[src/rtl/ysyx_24080014_pkg.sv]
// Shared encodings for the write-back unit: FSM states, CSR operation codes
// and the machine-mode CSR addresses the WBU is allowed to write.
package ysyx_24080014_pkg;

    localparam logic [1:0] ST_IDLE       = 2'd0;
    localparam logic [1:0] ST_WB         = 2'd1;
    localparam logic [1:0] ST_TRAP_EPC   = 2'd2;
    localparam logic [1:0] ST_TRAP_CAUSE = 2'd3;

    typedef enum logic [1:0] {
        CSR_OP_NONE  = 2'd0,
        CSR_OP_ECALL = 2'd1,
        CSR_OP_MRET  = 2'd2,
        CSR_OP_CSRW  = 2'd3
    } csr_op_e;

    localparam logic [11:0] CSR_MSTATUS = 12'h300;
    localparam logic [11:0] CSR_MTVEC   = 12'h305;
    localparam logic [11:0] CSR_MEPC    = 12'h341;
    localparam logic [11:0] CSR_MCAUSE  = 12'h342;

    // Only the four implemented CSRs may be written; anything else is an error.
    function automatic logic csr_addr_ok(input logic [11:0] addr);
        return (addr == CSR_MSTATUS) || (addr == CSR_MTVEC) ||
               (addr == CSR_MEPC)    || (addr == CSR_MCAUSE);
    endfunction

endpackage

[src/rtl/ysyx_24080014_wbu.sv]
// Write-back unit: commits one instruction per request, driving the GPR and
// CSR write ports, the next-PC pulse to the IFU and the retire counter.
//
// state         | meaning
// --------------+-------------------------------------------------------
// ST_IDLE       | no latched request, ready to accept
// ST_WB         | perform GPR/CSR write and next-PC for latched request
// ST_TRAP_EPC   | ecall: write mepc <- latched pc
// ST_TRAP_CAUSE | ecall: write mcause <- latched a5, redirect to mtvec
module ysyx_24080014_wbu
    import ysyx_24080014_pkg::*;
#(
    parameter int CNT_W = 32
) (
    input  logic             clk,
    input  logic             rst,
    input  logic             in_valid,
    output logic             in_ready,
    input  logic [31:0]      in_pc,
    input  logic             in_rd_wen,
    input  logic [4:0]       in_rd,
    input  logic [31:0]      in_rd_data,
    input  logic [1:0]       in_csr_op,
    input  logic [11:0]      in_csr_addr,
    input  logic [31:0]      in_csr_wdata,
    input  logic [31:0]      in_a5,
    input  logic [31:0]      mtvec_val,
    input  logic [31:0]      mepc_val,
    output logic             gpr_wen,
    output logic [4:0]       gpr_waddr,
    output logic [31:0]      gpr_wdata,
    output logic             csr_wen,
    output logic [11:0]      csr_waddr,
    output logic [31:0]      csr_wdata,
    output logic             next_pc_valid,
    output logic [31:0]      next_pc,
    output logic [CNT_W-1:0] retire_cnt,
    output logic             csr_err
);

    logic [1:0]  state;
    logic [31:0] l_pc;
    logic        l_rd_wen;
    logic [4:0]  l_rd;
    logic [31:0] l_rd_data;
    logic [1:0]  l_op;
    logic [11:0] l_csr_addr;
    logic [31:0] l_csr_wdata;
    logic [31:0] l_a5;
    logic        accept;

    // Ready in IDLE, and in WB unless the latched request is an ecall
    // (the trap sequence needs the following two cycles).
    always_comb begin
        in_ready = 1'b0;
        if (!rst) begin
            in_ready = (state == ST_IDLE) ||
                       ((state == ST_WB) && (l_op != CSR_OP_ECALL));
        end
        accept = in_valid && in_ready;
    end

    // Write ports and next-PC are pure functions of state and latched fields;
    // they are forced low during reset so a mid-trap reset cannot leak a write.
    always_comb begin
        gpr_wen       = 1'b0;
        gpr_waddr     = l_rd;
        gpr_wdata     = l_rd_data;
        csr_wen       = 1'b0;
        csr_waddr     = l_csr_addr;
        csr_wdata     = l_csr_wdata;
        next_pc_valid = 1'b0;
        next_pc       = l_pc + 32'd4;
        if (!rst) begin
            case (state)
                ST_WB: begin
                    gpr_wen = l_rd_wen && (l_rd != 5'd0);
                    if (l_op == CSR_OP_CSRW) begin
                        csr_wen = csr_addr_ok(l_csr_addr);
                    end
                    if (l_op != CSR_OP_ECALL) begin
                        next_pc_valid = 1'b1;
                    end
                    if (l_op == CSR_OP_MRET) begin
                        next_pc = mepc_val;
                    end
                end
                ST_TRAP_EPC: begin
                    csr_wen   = 1'b1;
                    csr_waddr = CSR_MEPC;
                    csr_wdata = l_pc;
                end
                ST_TRAP_CAUSE: begin
                    csr_wen       = 1'b1;
                    csr_waddr     = CSR_MCAUSE;
                    csr_wdata     = l_a5;
                    next_pc_valid = 1'b1;
                    next_pc       = mtvec_val;
                end
                default: ;
            endcase
        end
    end

    // State sequencing, request latching, retire counter and sticky error flag.
    always_ff @(posedge clk) begin
        if (rst) begin
            state       <= ST_IDLE;
            l_pc        <= '0;
            l_rd_wen    <= 1'b0;
            l_rd        <= '0;
            l_rd_data   <= '0;
            l_op        <= '0;
            l_csr_addr  <= '0;
            l_csr_wdata <= '0;
            l_a5        <= '0;
            retire_cnt  <= '0;
            csr_err     <= 1'b0;
        end else begin
            case (state)
                ST_IDLE:       if (accept) state <= ST_WB;
                ST_WB: begin
                    if (l_op == CSR_OP_ECALL) state <= ST_TRAP_EPC;
                    else if (accept)          state <= ST_WB;
                    else                      state <= ST_IDLE;
                end
                ST_TRAP_EPC:   state <= ST_TRAP_CAUSE;
                ST_TRAP_CAUSE: state <= ST_IDLE;
                default:       state <= ST_IDLE;
            endcase
            if (accept) begin
                l_pc        <= in_pc;
                l_rd_wen    <= in_rd_wen;
                l_rd        <= in_rd;
                l_rd_data   <= in_rd_data;
                l_op        <= in_csr_op;
                l_csr_addr  <= in_csr_addr;
                l_csr_wdata <= in_csr_wdata;
                l_a5        <= in_a5;
            end
            if ((state == ST_WB) && (l_op == CSR_OP_CSRW) && !csr_addr_ok(l_csr_addr)) begin
                csr_err <= 1'b1;
            end
            retire_cnt <= retire_cnt + {{(CNT_W-1){1'b0}}, next_pc_valid};
        end
    end

endmodule

[config.mk]
export PLATFORM = sky130hd
export DESIGN_NAME = ysyx_24080014_wbu
export DESIGN_NICKNAME = d
export VERILOG_FILES = /design/src/rtl/ysyx_24080014_pkg.sv /design/src/rtl/ysyx_24080014_wbu.sv
export SDC_FILE = /design/constraint.sdc
export NUM_CORES = 1
export LEC_CHECK = 0
export ABC_AREA = 1
export BUFFER_PORTS_ARGS = -buffer_cell sky130_fd_sc_hd__buf_2
export CORE_AREA = 2 2 140 142
export DETAILED_ROUTE_END_ITERATION = 16
export DIE_AREA = 0 0 142 144
export PLACE_DENSITY_LB_ADDON = 0.25
export SETUP_SLACK_MARGIN = 0.02
export SYNTH_ARGS = -nofsm -noshare
export SYNTH_HDL_FRONTEND = slang
export SYNTH_SLANG_ARGS = --single-unit
[constraint.sdc]
create_clock -name clk -period 2.51 [get_ports clk]
set_input_delay 0.3765 -clock clk [delete_from_list [all_inputs] [get_ports clk]]
set_output_delay 0.3765 -clock clk [all_outputs]
set_load 0.1 [all_outputs]
==> results.md, run 1 <==
| Result | Reported | Unit |
|---|---|---|
| Time the worst path needs with I/O delays and setup | 2.467 | ns |
| Type of the tightest min-delay check | in2reg | - |
| Worst setup skew after layout | 0.01385 | ns |
| Share of cells above drive strength 1 | 33.56 | % |
| Core Rows | 51 | - |
| Die Area | 0.02045 | sq mm |
| Number of synthesized register bits | 183 | - |
| Power per unit of standard cell area | 651.5 | mW/mm^2 |
| Maximum clock rate | 405.3 | MHz |
| WP depth | 9 | - |
| Drt via density | 5.355 | - |
| Total count of hold-check failures in the final report | 0 | - |
| Commonest non-fill, non-tap cells in the layout | 431 x sky130_fd_sc_hd__nand2_1, 293 x sky130_fd_sc_hd__buf_2, 156 x sky130_fd_sc_hd__dfxtp_1, 109 x sky130_fd_sc_hd__o21ai_0, 108 x sky130_fd_sc_hd__nand3_1 | - |
| Detailed-route wire length per cell | 16.61 | um |
| Remaining design rule violation count | 0 | - |
| CP Max Fanout | 5 | - |
| CP Launch Point | l_pc[4] | - |
| Post-synthesis net count | 1593 | - |
| Cts-stage hold buffer count | 0 | - |
| TritonCTS clock tree | yes | - |
| Width of the die | 142 | um |
| Dpl hpwl | 25220 | um |
| Overall via count from detail_route | 10577 | - |
| Global-route total usage across every layer | 30.91 | % |
| Vias in the first global route | 9419 | - |
| Hold Startpoint | in_rd_data[20] | - |
| P_leak | 5.954 | nW |
| Count of buffer and inverter cells on the critical path | 1 | - |
| # clock sinks | 183 | - |
| Number of max-capacitance violations reported | 0 | - |
| Detailed-router iteration count before antenna repair | 5 | - |
| Most frequent standard cell in the layout excluding fill and tap cells | sky130_fd_sc_hd__nand2_1 | - |
| Warnings from Yosys | 0 | - |
| Final setup violating endpoints | 0 | - |
| Delay-heaviest family, CP | simple AND/OR/NAND/NOR gates | - |
| Average instance area after synthesis | 6.659 | sq um |
| Cell count of the worst reg-to-reg path | 14 | - |
| Unrepaired setup endpoints after global routing | true | - |
| IR Drop Worst-Case VDD | 0.5165 | mV |
| Run status | completed | - |
| Final core occ | 70.96 | % |
| Total power | 8.820 | mW |
| Synth Instances | 1375 | - |
| Number of enable flip-flop cells after synthesis | 0 | - |
| Final GP Congestion | 0.9317 | - |
| Type of the setup path with the least slack | reg2out | - |
| Final net count | 1939 | - |
| Period utilisation layout | 98.29 | % |
| Global-route wire length before repair | 49310 | um |
| Boundary Pins | 365 | - |
| Stage delay of the slowest cell on the critical path | 0.41 | ns |
| Master cell of the clock root buffer | sky130_fd_sc_hd__clkbuf_16 | - |
| Footprint of the flip-flops and latches | 0.003727 | sq mm |
| WP data required | 2.13 | ns |
| Worst slew margin relative to its limit | 55.01 | % |
| Tightest Pin Transition | 0.6697 | ns |
| Cell count of the worst hold path | 3 | - |
| DRT antenna net count | 0 | - |
| Signed area change from the synthesized netlist to the final layout | 47.85 | % |
| Core ar. | 0.01908 | sq mm |
| Reg2reg start | l_op[0] | - |
| Number of pins exceeding their max-slew limit in the final report | 0 | - |
| Area of the mapped netlist | 0.009156 | sq mm |
| Cells along the critical path | nand2_1 > nor2_1 > nand2_2 > nor2_4 > nand3_1 > nand3_1 > nand2_1 > a21oi_2 > buf_12 | - |
| Worst path slowest cell | sky130_fd_sc_hd__dfxtp_2 | - |
| Total Wirelength | 32810 | um |
| Worst hold slack after final layout | 0.1295 | ns |
| Effective utilization at floorplan | 47.99 | % |
| Share of flip-flops with an asynchronous set or reset | 0 | % |
| Part of the Yosys area used for sequential elements | 40.01 | % |
| Worst setup SP type | flip-flop | - |
| Die Span Y | 144 | um |
| Predominant post-synthesis flop cell | sky130_fd_sc_hd__dfxtp_1 | - |
| Multi-input gate area | 0.005201 | sq mm |
| Worst EP arrival | 2.09 | ns |
| Residual overflow from global routing | 0 | - |
| Number of distinct library cells after synthesis | 40 | - |
| Iteration-0 DRC Markers | 768 | - |
| Initial antenna violation count | 4 | - |
| Number of buffers created by CTS | 17 | - |
| Clock Pin Slew Worst Setup and Hold Paths | 0.08 | ns |
| Worst-case clock buffer depth | 2 | - |
| Number of H-tree branching levels | 4 | - |
| Fill cell count | 1624 | - |
| Source-to-sink clock delay at the later pin of the worst-skew pair | 0.43 | ns |
| Critical Path End Type | output port | - |
| Count of input and output buffers | 364 | - |
| Maximum number of pins on one net before global-route repair | 78 | - |
==> where the power goes <==
group | switching (mW) | total [mW] | internal [mW]
combinational | 2.01 | 2.87 | 0.862
sequential | 0.154 | 3.28 | 3.12
clock | 1.25 | 2.67 | 1.42
total | 3.42 | 8.82 | 5.40
==> through the flow <==
stage	area, sq um	std cells	setup slack, ns	setup TNS [ns]
4_1_cts	13230	1967	0.001997	0
2_1_floorplan	9490	1375	-0.3884	-1.897
3_5_place_dp	12540	1930	0.08359	0
3_3_place_gp	12540	1930	0.1158	0
6_report	13540	1975	0.04283	0
5_1_grt	13540	1974	-0.02355	-0.06958
==> kinds of logic (layout without fill, tap and decap cells) <==
family          after synthesis  count (layout)  synth area share [%]
other cells                   0               3                     0
simple gates                736             736                 33.25
buf+inv                     186             545                 8.978
fa+ha+maj                     3               3                0.4100
flops                       183             183                 40.01
compound gates              259             259                 16.59
xor+xnor                      8               8                0.7653
==> worst paths after layout <==
path	to	slack [ns]
hold reg to reg	l_a5[6]	0.47
setup / recovery	next_pc[31]	0.04
hold / removal	gpr_wdata[20]	0.13
setup reg to reg	retire_cnt[18]	0.26
==> routing by layer <==
metal / global-route usage, % / vias up / wire length, um
met3: 8.377 / 55 / 2680
met4: 9.474 / 4 / 715
met2: 51.74 / 411 / 15840
met1: 39.03 / 4907 / 13550
li1: - / 5200 / -
met5: 0 / - / 28
==> Yosys cell counts, types with 3 or more instances <==
cell type | count | area share [%]
sky130_fd_sc_hd__a21oi_1 | 77 | 4.2
sky130_fd_sc_hd__a32oi_1 | 7 | 0.67
sky130_fd_sc_hd__buf_1 | 9 | 0.37
sky130_fd_sc_hd__buf_2 | 24 | 1.3
sky130_fd_sc_hd__buf_6 | 12 | 1.5
sky130_fd_sc_hd__clkbuf_1 | 27 | 1.1
sky130_fd_sc_hd__dfxtp_1 | 183 | 40
sky130_fd_sc_hd__ha_1 | 3 | 0.41
sky130_fd_sc_hd__inv_1 | 107 | 4.4
sky130_fd_sc_hd__inv_2 | 4 | 0.16
sky130_fd_sc_hd__nand2_1 | 447 | 18
sky130_fd_sc_hd__nand3_1 | 113 | 6.2
sky130_fd_sc_hd__nand3b_1 | 9 | 0.74
sky130_fd_sc_hd__nand4_1 | 10 | 0.68
sky130_fd_sc_hd__nor2_1 | 125 | 5.1
sky130_fd_sc_hd__nor2_4 | 3 | 0.37
sky130_fd_sc_hd__nor3_1 | 15 | 0.82
sky130_fd_sc_hd__o211ai_1 | 10 | 0.82
sky130_fd_sc_hd__o21ai_0 | 121 | 6.6
sky130_fd_sc_hd__o221ai_1 | 33 | 3.2
sky130_fd_sc_hd__o31ai_1 | 3 | 0.25
sky130_fd_sc_hd__or2_2 | 5 | 0.34
sky130_fd_sc_hd__xnor2_1 | 3 | 0.29
sky130_fd_sc_hd__xor2_1 | 5 | 0.48
==> sequential cells by signal, indices dropped and copies added (netlist names), named ones only <==
| register | count |
|---|---|
| l_pc | 32 |
| l_csr_wdata | 32 |
| state | 1 |
| gpr_waddr | 5 |
| csr_err | 1 |
| l_rd_wen | 1 |
| l_op | 2 |
| gpr_wdata | 32 |
| l_a5 | 32 |
| l_csr_addr | 12 |
| retire_cnt | 32 |
==> timing repair <==
item                                    in CTS  in global routing
gates resized for setup                     31                 83
endpoints found under the hold margin        0                  0
gates cloned                                 0                  0
endpoints found under the setup margin      24                 60
pin swaps                                    5                 22
buffers inserted                             5                  5
==> layout make-up <==
type                       instances  share of cell area, %
antenna                            3                0.05545
clock inverter                    14                  1.211
inverter                         113                  3.226
sequential                       183                  27.53
timing repair buffer             400                  24.19
multi-input combinational       1006                  38.42
tap                              238                  2.200
clock buffer                      18                  3.170
==> worst reg2reg max path: stages (launching register included) <==
cell and delay (ns):
sky130_fd_sc_hd__dfxtp_1 0.30, sky130_fd_sc_hd__inv_1 0.13, sky130_fd_sc_hd__nor2_1 0.06, sky130_fd_sc_hd__inv_1 0.10, sky130_fd_sc_hd__o21ai_0 0.10, sky130_fd_sc_hd__inv_2 0.07
sky130_fd_sc_hd__ha_1 0.24, sky130_fd_sc_hd__ha_1 0.23, sky130_fd_sc_hd__nand2_1 0.07, sky130_fd_sc_hd__inv_1 0.14, sky130_fd_sc_hd__nand2_2 0.13, sky130_fd_sc_hd__nor2_4 0.20
sky130_fd_sc_hd__nand4_1 0.13, sky130_fd_sc_hd__o21ai_0 0.19, sky130_fd_sc_hd__a21oi_1 0.05
Note: power is estimated with default switching activity, not from simulation.
==> inputs of run 2 (changes only) <==
- clock period: 2.51 -> 2.48 ns (I/O delays scaled with it)
==> run 2 against run 1 <==
Critical path depth is 3 higher. Clock skew hardly changed. Final cell count grew 1.0%. Via count increased by 1.4%. Sequential cell count stayed put. Clock-buffer cell count down 1. Cell area up 1.7%. Critical path type unchanged.
==> results.md, run 2 (synthesis gave the netlist of run 1 again) <==
| Result | Reported | Unit | vs previous |
|---|---|---|---|
| Finished layout cell area | 0.01376 | sq mm | was 0.01354 sq mm |
| Number of pins exceeding their max-slew limit in the final report | 0 | - | unchanged |
| Time the worst path needs with I/O delays and setup | 2.445 | ns |  |
| Internal power component | 5.387 | mW | was 5.402 mW |
| Type of the setup path with the least slack | reg2out | - | unchanged |
| Sequential fraction of design power | 37.3 | % | was 37.2% |
| Most frequent standard cell in the layout excluding fill and tap cells | sky130_fd_sc_hd__nand2_1 | - | unchanged |
| Detailed-router iteration count before antenna repair | 5 | - | unchanged |
| Iteration-0 DRC Markers | 910 | - | was 768 |
| Die Area | 0.02045 | sq mm | unchanged |
| Signed area change from the synthesized netlist to the final layout | 50.30 | % | was 47.85% |
| Unrepaired setup endpoints after global routing | true | - | unchanged |
| Share of cells above drive strength 1 | 34.95 | % | was 33.56% |
| Maximum number of pins on one net before global-route repair | 91 | - | was 78 |
| Commonest non-fill, non-tap cells in the layout | 422 x sky130_fd_sc_hd__nand2_1, 291 x sky130_fd_sc_hd__buf_2, 155 x sky130_fd_sc_hd__dfxtp_1, 109 x sky130_fd_sc_hd__o21ai_0, 109 x sky130_fd_sc_hd__nand3_1 | - | was 431 x sky130_fd_sc_hd__nand2_1, 293 x sky130_fd_sc_hd__buf_2, 156 x sky130_fd_sc_hd__dfxtp_1, 109 x sky130_fd_sc_hd__o21ai_0, 108 x sky130_fd_sc_hd__nand3_1 |
| Switching power total | 3.488 | mW | was 3.418 mW |
| DRT antenna net count | 0 | - | unchanged |
| Residual overflow from global routing | 0 | - | unchanged |
| Type of the tightest min-delay check | in2reg | - | unchanged |
| Part of the power in combinational logic | 33.2 | % | was 32.6% |
| Boundary Pins | 365 | - | unchanged |
| Core ar. | 0.01908 | sq mm | unchanged |
| Total power | 8.876 | mW | was 8.820 mW |
| Worst hold slack after final layout | 0.1197 | ns | was 0.1295 ns |
| Multi-input gate area | 0.005246 | sq mm | was 0.005201 sq mm |
| Worst-case clock buffer depth | 2 | - | unchanged |
| Final setup violating endpoints | 0 | - | unchanged |
| Count of input and output buffers | 364 | - | unchanged |
| P_leak | 6.039 | nW | was 5.954 nW |
| Global-route total usage across every layer | 31.34 | % | was 30.91% |
| Number of max-capacitance violations reported | 0 | - | unchanged |
| Maximum clock rate | 409.0 | MHz |  |
| Number of H-tree branching levels | 4 | - | unchanged |
| Worst setup skew after layout | 0.01419 | ns | was 0.01385 ns |
| Fill cell count | 1549 | - | was 1624 |
| Clock Pin Slew Worst Setup and Hold Paths | 0.08 | ns | about the same |
| Remaining design rule violation count | 0 | - | unchanged |
| Source-to-sink clock delay at the later pin of the worst-skew pair | 0.44 | ns | was 0.43 ns |
| Worst EP arrival | 2.07 | ns | was 2.09 ns |
| IR Drop Worst-Case VDD | 0.5299 | mV | was 0.5165 mV |
| Period utilisation layout | 98.58 | % |  |
| # clock sinks | 183 | - | unchanged |
| WP data required | 2.11 | ns | was 2.13 ns |
| Width of the die | 142 | um | unchanged |
| Run status | completed | - | unchanged |
| Die Span Y | 144 | um | unchanged |
| CP Max Fanout | 4 | - | was 5 |
| TritonCTS clock tree | yes | - | unchanged |
| Tightest Pin Transition | 0.8788 | ns | was 0.6697 ns |
| Worst slew margin relative to its limit | 41.41 | % | was 55.01% |
| Fraction of power consumed by the clock network | 29.4 | % | was 30.2% |
| Final core occ | 72.13 | % | was 70.96% |
| Worst setup SP type | flip-flop | - | unchanged |
| Global-route wire length before repair | 50200 | um | was 49310 um |
| Overall via count from detail_route | 10720 | - | was 10577 |
| Vias in the first global route | 9638 | - | was 9419 |
| Final net count | 1954 | - | was 1939 |
| Dpl hpwl | 24930 | um | was 25220 um |
| Total Wirelength | 33700 | um | was 32810 um |
| Initial antenna violation count | 9 | - | was 4 |
| Footprint of the flip-flops and latches | 0.003746 | sq mm | was 0.003727 sq mm |
| Effective utilization at floorplan | 47.99 | % | unchanged |
| Switch share | 39.30 | % | was 38.75% |
| Total count of hold-check failures in the final report | 0 | - | unchanged |
| Drt via density | 5.373 | - | was 5.355 |
| Final GP Congestion | 0.9585 | - | was 0.9317 |
| Critical Path End Type | output port | - | unchanged |
| Number of buffers created by CTS | 17 | - | unchanged |
| Detailed-route wire length per cell | 16.89 | um | was 16.61 um |
| Master cell of the clock root buffer | sky130_fd_sc_hd__clkbuf_16 | - | unchanged |
| Power per unit of standard cell area | 645.0 | mW/mm^2 | was 651.5 mW/mm^2 |
| Instance area after placement | 0.01261 | sq mm | was 0.01254 sq mm |
| Core Rows | 51 | - | unchanged |
## run 2: cell count changes in the layout (fill, tap and decap cells not counted), sizes merged
cell	before	now
diode	3	9
clkinv	7	10
bufinv	1	0
clkinvlp	5	1
clkbuf	20	18
inv	114	116
buf	398	414
## run 2: area by class of cell
cell class                 instances  area share (%)
antenna                            9          0.1637
clock buffer                      17           3.091
clock inverter                    14           1.000
inverter                         113           3.182
multi-input combinational       1006           38.12
sequential                       183           27.22
tap                              238           2.164
timing repair buffer             415           25.06
## run 2: layer usage
| layer | GRT usage (%) | share of wire [%] | wire [um] |
|---|---|---|---|
| met5 | 0 | 0 | 0 |
| met3 | 8.907 | 9.3 | 3137 |
| met1 | 38.96 | 39 | 13300 |
| met4 | 11.32 | 2.5 | 837 |
| met2 | 52.05 | 49 | 16430 |
## run 2: power groups by stage
stage	Sequential, mW	Combinational, mW	Clock (mW)
finish	3.32	2.95	2.61
global route	3.34	3.08	2.75
CTS	3.30	2.90	2.65
detailed placement	3.37	2.88	0
global placement	3.36	2.86	0
floorplan	3.73	1.55	0
## run 2: worst paths after layout
kind	slack, ns	from	endpoint	depth (start not counted)
worst max-delay path	0.04	l_pc[2]	next_pc[30]	12
worst min-delay path	0.12	in_rd_data[14]	gpr_wdata[14]	3
worst max register to register	0.24	state[0]	retire_cnt[18]	13
worst min register to register	0.45	csr_err	csr_err	2
## run 2: timing repair
action                                  CTS  global route
gates resized for setup                  35           102
pin swaps                                 7            37
gates cloned                              1             0
endpoints found under the hold margin     0             0
hold buffers                              0             0
endpoints found under the setup margin   47            40
setup buffers                             5            19
## run 2: through the flow
stage / setup slack, ns / std cells / TNS [ns]
2_1_floorplan: -0.4139 / 1375 / -2.126
3_3_place_gp: 0.2052 / 1930 / 0
3_5_place_dp: 0.09294 / 1930 / 0
4_1_cts: 0.002979 / 1967 / 0
5_1_grt: -0.05680 / 1993 / -0.3020
6_report: 0.03527 / 1995 / 0
## run 2: worst max-delay path: stages (launching register included)
cell                      delay (ns)
sky130_fd_sc_hd__dfxtp_4        0.38
sky130_fd_sc_hd__ha_4           0.15
sky130_fd_sc_hd__nand2_4        0.06
sky130_fd_sc_hd__nor2_4         0.14
sky130_fd_sc_hd__buf_4          0.12
sky130_fd_sc_hd__inv_1          0.03
sky130_fd_sc_hd__nor2_2         0.10
sky130_fd_sc_hd__nand2_1        0.07
sky130_fd_sc_hd__nand2_1        0.07
sky130_fd_sc_hd__nand2_2        0.08
sky130_fd_sc_hd__o21ai_1        0.12
sky130_fd_sc_hd__nand3_1        0.14
sky130_fd_sc_hd__buf_12         0.19
